--- src/rtl/iecdrv_pkg.sv ---
// Shared types and constants for the iecdrv memory arbiter.
package iecdrv_pkg;

  typedef enum logic [1:0] {
    IDLE = 2'd0,
    ADDR = 2'd1,
    DATA = 2'd2,
    RESP = 2'd3
  } arb_state_t;

  // Clocks from request ack to rvalid
  localparam int MEM_ARB_LAT = 4;

  localparam logic PRIO_RR    = 1'b0;
  localparam logic PRIO_FIXED = 1'b1;

endpackage

--- src/rtl/iecdrv_rr_arb2.sv ---
// Two-way request picker: round-robin on last_gnt, or fixed priority to req0.
module iecdrv_rr_arb2
  import iecdrv_pkg::*;
(
  input  logic [1:0] valid,
  input  logic       last_gnt,
  input  logic       mode,
  output logic [1:0] gnt_onehot
);

  always_comb begin
    gnt_onehot = 2'b00;
    case (valid)
      2'b01:   gnt_onehot = 2'b01;
      2'b10:   gnt_onehot = 2'b10;
      // On a tie, favour whoever was not served last unless req0 is fixed-priority
      2'b11:   gnt_onehot = ((mode == PRIO_FIXED) || last_gnt) ? 2'b01 : 2'b10;
      default: gnt_onehot = 2'b00;
    endcase
  end

endmodule

--- src/rtl/iecdrv_mem_arb.sv ---
// Serialises two requesters onto one registered-address RAM port, 4 clocks per access.
module iecdrv_mem_arb
  import iecdrv_pkg::*;
#(
  parameter int DATAWIDTH = 8,
  parameter int ADDRWIDTH = 13,
  parameter int PRIO_MODE = 0
) (
  input  logic                 clk,
  input  logic                 reset,
  input  logic                 req0_valid,
  input  logic                 req0_we,
  input  logic [ADDRWIDTH-1:0] req0_addr,
  input  logic [DATAWIDTH-1:0] req0_din,
  output logic                 req0_ack,
  output logic                 req0_rvalid,
  output logic [DATAWIDTH-1:0] req0_dout,
  input  logic                 req1_valid,
  input  logic                 req1_we,
  input  logic [ADDRWIDTH-1:0] req1_addr,
  input  logic [DATAWIDTH-1:0] req1_din,
  output logic                 req1_ack,
  output logic                 req1_rvalid,
  output logic [DATAWIDTH-1:0] req1_dout,
  output logic [ADDRWIDTH-1:0] mem_addr,
  output logic [DATAWIDTH-1:0] mem_din,
  output logic                 mem_wren,
  input  logic [DATAWIDTH-1:0] mem_q
);

  localparam logic ARB_MODE = (PRIO_MODE == 0) ? PRIO_RR : PRIO_FIXED;

  arb_state_t           state;
  logic                 gnt;
  logic                 last_gnt;
  logic                 we_p0;
  logic [1:0]           pick;
  logic                 grant;
  logic [DATAWIDTH-1:0] resp_data;

  iecdrv_rr_arb2 u_pick (
    .valid      ({req1_valid, req0_valid}),
    .last_gnt   (last_gnt),
    .mode       (ARB_MODE),
    .gnt_onehot (pick)
  );

  assign grant    = (state == IDLE) && !reset && (pick != 2'b00);
  assign req0_ack = grant && pick[0];
  assign req1_ack = grant && pick[1];

  // Writes echo the held write data; the RAM read port is not trusted for it
  assign resp_data = we_p0 ? mem_din : mem_q;

  // Grant edge: address/data are captured and held until the next grant,
  // deliberately outside reset so an in-flight write still commits intact data.
  always_ff @(posedge clk) begin
    if (grant) begin
      mem_addr <= pick[1] ? req1_addr : req0_addr;
      mem_din  <= pick[1] ? req1_din  : req0_din;
      we_p0    <= pick[1] ? req1_we   : req0_we;
    end
  end

  always_ff @(posedge clk) begin
    if (reset) begin
      state       <= IDLE;
      mem_wren    <= 1'b0;
      last_gnt    <= 1'b1;
      gnt         <= 1'b0;
      req0_rvalid <= 1'b0;
      req1_rvalid <= 1'b0;
      req0_dout   <= '0;
      req1_dout   <= '0;
    end else begin
      req0_rvalid <= 1'b0;
      req1_rvalid <= 1'b0;
      case (state)
        IDLE: begin
          if (grant) begin
            gnt      <= pick[1];
            last_gnt <= pick[1];
            mem_wren <= pick[1] ? req1_we : req0_we;
            state    <= ADDR;
          end
        end
        // ADDR -> DATA: the RAM latches address/wren at this edge
        ADDR: begin
          mem_wren <= 1'b0;
          state    <= DATA;
        end
        // DATA -> RESP: write commits here, read data appears on mem_q
        DATA: state <= RESP;
        RESP: begin
          if (gnt) begin
            req1_rvalid <= 1'b1;
            req1_dout   <= resp_data;
          end else begin
            req0_rvalid <= 1'b1;
            req0_dout   <= resp_data;
          end
          state <= IDLE;
        end
        default: state <= IDLE;
      endcase
    end
  end

endmodule

--- config.mk ---
export PLATFORM = sky130hd
export DESIGN_NAME = iecdrv_mem_arb
export DESIGN_NICKNAME = d
export VERILOG_FILES = /design/src/rtl/iecdrv_pkg.sv /design/src/rtl/iecdrv_rr_arb2.sv /design/src/rtl/iecdrv_mem_arb.sv
export SDC_FILE = /design/constraint.sdc
export NUM_CORES = 1
export LEC_CHECK = 0
export CORE_MARGIN = 10
export CORE_UTILIZATION = 40
export DETAILED_ROUTE_END_ITERATION = 8
export PLACE_DENSITY = 0.86
export RECOVER_POWER = 25
export SYNTH_ARGS = -nofsm -noshare
export SYNTH_HDL_FRONTEND = slang
export SYNTH_HIERARCHICAL = 1
export SYNTH_SLANG_ARGS = --single-unit
export TNS_END_PERCENT = 30
--- constraint.sdc ---
create_clock -name clk -period 3 [get_ports clk]
set_input_delay 0.9 -clock clk [delete_from_list [all_inputs] [get_ports clk]]
set_output_delay 0.9 -clock clk [all_outputs]
set_load 0.01 [all_outputs]
# Yosys cells after proc, flatten, opt, wreduce, memory -nomap -nowiden
# Cells that the tools add are included.
[totals]
regBits = 45
inputBits = 56
out_inout_bits = 42
word_cells = 45
[op_classes]
n_eq_ne = 7
muxes = 12
n_bitwise = 2
reduce_logical = 13
[ops]
columns = ["op", "n"]
rows = [
  ["8-bit two-way mux", 2],
  ["13-bit two-way mux", 1],
  ["2-bit equality test (second input constant)", 4],
  ["2-bit case mux with 4 select lines", 1],
  ["2-bit AND reduction", 4],
  ["2-bit case mux with 3 select lines", 1],
  ["2-bit by 1-bit equality test with 1-bit output (second input constant)", 2],
  ["1-bit logical AND", 4],
  ["1-bit two-way mux", 4],
  ["2-bit two-way mux", 2],
  ["2-bit nonzero test", 2],
  ["2-bit logical NOT", 1],
  ["2-bit inequality test (second input constant)", 1],
  ["1-bit inverter", 2],
  ["1-bit case mux with 2 select lines", 1],
  ["2-bit OR reduction", 1],
  ["1-bit logical NOT", 1],
]

# Depth between registers and ports, before layout
[logic_depth]
depth_word = 6
depth_mapped = 6
depth_no_buf = 6

# Hierarchy
# The synthesis kept the hierarchy.
[by_module_without_submodules]
columns = ["module", "n_inst", "cells_per_inst", "area_each_um2", "seq_area_each_um2"]
rows = [
  ["iecdrv_mem_arb", 1, 148, 1945.6, 1121.1],
  ["iecdrv_rr_arb2", 1, 4, 22.5, 0.0],
]

# Least setup slack after synthesis
# Ideal clock, no wire load.
[synth_path]
kind = "input port to output port"
start = "input req0_valid"
end = "output req1_ack"
arrival_ns = 1.403
t_required_ns = 2.100
slack_ns = 0.697
stages = 4
path_cell_list = "o21ai_1 -> and2_1 -> buf_4 -> and2_1"
[synth_between]
elab_chain_cells = 5
[synth_lines]
columns = ["item", "line_no", "source"]
rows = [
  ["start, declared", "iecdrv_mem_arb.sv:11", "input logic req0_valid,"],
  ["2-bit equality test / 2-bit by 1-bit equality test with 1-bit output (equally long branches)", "iecdrv_rr_arb2.sv:13", "case (valid)"],
  ["2-bit case mux with 3 select lines (*)", "iecdrv_rr_arb2.sv:13", ""],
  ["named net pick[1]", "iecdrv_mem_arb.sv:37", "logic [1:0] pick;"],
  ["2-bit nonzero test", "iecdrv_mem_arb.sv:48", "assign grant = (state == IDLE) && !reset && (pick != 2'b00);"],
  ["1-bit logical AND", "iecdrv_mem_arb.sv:48", ""],
  ["1-bit logical AND (*)", "iecdrv_mem_arb.sv:50", "assign req1_ack = grant && pick[1];"],
  ["end, declared", "iecdrv_mem_arb.sv:22", "output logic req1_ack,"],
]
# The timed path passes the listed nets; every way through them passes the cells marked *.

# Worst setup path after layout
# Same ends and word-level chain as after synthesis.

==> results by group <==
Logic synthesis
  • Syn. warnings: 6
  • Syn Area/Cell: 12.9 sq um
  • Yosys reg bits: 45
  • Seq/Total Area, Yosys: 57.0%
  • Synthesized area: 1970 sq um
  • Cell variety after synth: 31
  • Synth Instances: 152

Power and ir drop
  • PwrDens: 548 nW/um^2
  • Design Power: 1.69 mW
  • LEAKAGE: 1.15 nW
  • Peak supply drop: 0.262 mV

Timing
  • Fin crit period: 2.93 ns
  • Final Hold Fails: 0
  • Final setup vio count: 0
  • RSZ-0062 raised after global routing: false
  • Max Clock Freq: 0.342 GHz
  • Slew headroom: 35.4%
  • Clock skew: 0.00572 ns
  • Max Transition Viols Final: 0
  • Worst-Margin Slew: 0.969 ns
  • Post-route clock period utilization: 97.6%

Detailed routing
  • Drt first pass iters: 4
  • Vias per cell: 4.71
  • Via Count: 1520
  • DR WL/cell: 16.3 um
  • WL final: 5.26 mm
  • DRT antenna net count: 0
  • Residual DRC: 0
  • Initial DRC Count: 33

Clocking
  • Clk_lat worst skew: 0.30 ns
  • Total CTS buffers: 5
  • Clk pin slew, worst setup/hold paths: 0.08 ns
  • CTS tree: built
  • CTS Buffer Depth: 2
  • CTS root buf: clkbuf_8
  • # clock sinks: 45
  • H-tree depth: 2

Layout
  • # diodes: 0
  • Most frequent cells in the layout: 88 x clkdlybuf4s50_1, 23 x dfxtp_1, 22 x mux2_2, 22 x edfxtp_1, 19 x nor2_1
  • Final net count: 315
  • Area growth syn-to-layout: 56.9%
  • Final non-filler cell total: 323
  • Commonest non-fill, non-tap cell in the layout: clkdlybuf4s50_1
  • Layout cell share with drive strength beyond 1: 16.8%
  • Fill count: 384
  • Util after Layout: 64.9%
  • Cell area after layout: 3090 sq um

Placement
  • # placed instances: 315
  • DP Area: 3020 sq um
  • I/O Buffers: 97
  • GPL Wtd Cong: 0.794
  • Post-DP HPWL: 4.31 mm

Floorplanning
  • I/O pins: 98
  • Die area: 8130 sq um
  • Initial core utilization: 41.4%
  • Die extent in x: 90.1 um
  • Core area: 4750 sq um
  • Row Count: 25
  • Chip height: 90.1 um

Global routing
  • Largest net degree at the start of global routing: 26
  • GR Overflow Total: 0
  • Tot GR Track Use: 13.0%
  • Initial antenna violation count: 0
  • First-pass GRT wire length: 8.58 mm
  • Vias in the first global route: 1700

Critical path
  • Crit Path Max Fanout: 2
  • Crit path required time: 2.10 ns
  • Worst EP arrival: 2.03 ns
  • Delay-heaviest family, CP: buffers and inverters
  • Critical path's slowest cell: clkdlybuf4s50_1
  • Crit-path max cell delay: 0.47 ns
  • CP Class: input pin to output port
  • Crit path from: req0_valid
  • Start of the worst register-to-register path: last_gnt
  • Cell Chain, Critical Path: clkdlybuf4s50_1, o21ai_1, and2_1, and2_1, clkdlybuf4s15_1
  • Crit. End Element: output port
  • Crit start category: input pin
  • Most common cell on crit path: and2_1
  • Worst path bufs/invs: 2

Outcome
  • Status: completed

Hold path
  • Min-delay src: req1_dout[1]
  • Worst hold path class: register to register

Run
  • Max_cap viols: 0
==> final timing paths <==
kind	endpoint	cells past startpoint	slack (ns)
max	req1_ack	5	0.07
min	req1_dout[1]	2	0.50
max reg2reg	mem_wren	6	1.32
min reg2reg	req1_dout[1]	2	0.50
==> worst min-delay path, delay by kind of cell (launching register included) <==
kind,cells,cell delay [ns]
AOI/OAI and AO/OA,1,0.05
DFF,1,0.31
and+or+nand+nor,1,0.09
==> layer usage <==
layer	routed length [um]	GRT usage [%]
met2	2760	23.2
met3	584	6.98
met5	0	0
met4	55	4.38
met1	1860	12.3
==> registers in the layout, indices dropped and copies added, names as in the netlist <==
| signal | flops |
|---|---|
| mem_wren | 1 |
| state | 2 |
| mem_din | 8 |
| gnt | 1 |
| req0_dout | 8 |
| we_p0 | 1 |
| mem_addr | 13 |
| req0_rvalid | 1 |
| req1_dout | 8 |
| last_gnt | 1 |
| req1_rvalid | 1 |
==> where the power goes <==
| group | internal (mW) | total [mW] | switching (mW) |
|---|---|---|---|
| logic | 0.301 | 0.536 | 0.235 |
| clock network | 0.165 | 0.361 | 0.197 |
| registers | 0.748 | 0.794 | 0.0464 |
==> cells in the mapped netlist <==
cell type   n  area [sq um]
a21boi_1    1          7.51
mux2_2     22           248
o221ai_1    1          8.76
o311ai_0    1          8.76
inv_1       6          22.5
nor2b_1     1          6.26
buf_4       4          30.0
nor2b_4     1          13.8
a311oi_1    1          8.76
a31o_1      1          8.76
clkbuf_1    1          3.75
a211o_1     1          8.76
nand2_1     1          3.75
buf_2       1          5.00
a211oi_2    3          37.5
and2_1      5          31.3
buf_6       4          45.0
nor2_1     19          71.3
o21ai_2     1          8.76
mux2i_1     8          80.1
inv_2       1          3.75
nand2_2     1          6.26
conb_1      1          3.75
ha_1        4          50.1
or2b_1      1          7.51
a211oi_1   13          97.6
o21ai_1     1          5.00
o41ai_1     1          8.76
edfxtp_1   22           661
o22ai_1     1          6.26
dfxtp_1    23           460
==> what timing repair did <==
action / 4_1_cts / 5_1_grt
hold buffers: 0 / 0
buffers inserted: 0 / 0
resized for setup: 3 / 1
setup endpoints to repair: 2 / 1
==> cell families after synthesis <==
| group | after synthesis | synth area share (%) |
|---|---|---|
| AO/OA/AOI/OAI | 26 | 10.9 |
| adder cells (fa/ha/maj) | 4 | 2.54 |
| buffers and inverters | 17 | 5.59 |
| flip-flops | 45 | 57.0 |
| multiplexers | 30 | 16.7 |
| other | 1 | 0.191 |
| AND/OR/NAND/NOR | 29 | 7.12 |
==> metrics by stage <==
step | TNS [ns] | worst slack [ns] | hold WS, ns
CTS | 0 | 0.0412 | 0.505
global route | 0 | 0.0274 | 0.533
global placement | -0.232 | -0.132 | 0.483
finish | 0 | 0.0734 | 0.497
floorplan | 0 | 0.697 | 0.460
detailed placement | -0.341 | -0.179 | 0.494
==> cell type report <==
class,instances,area (sq um),share of cell area [%]
inverter,7,26.3,0.851
sequential,45,1120,36.3
tap,67,83.8,2.71
multi-input combinational,91,734,23.8
clock buffer,6,73.8,2.39
timing repair buffer,105,1040,33.6
clock inverter,2,10.0,0.324
Power figures use the tool's default switching activity.
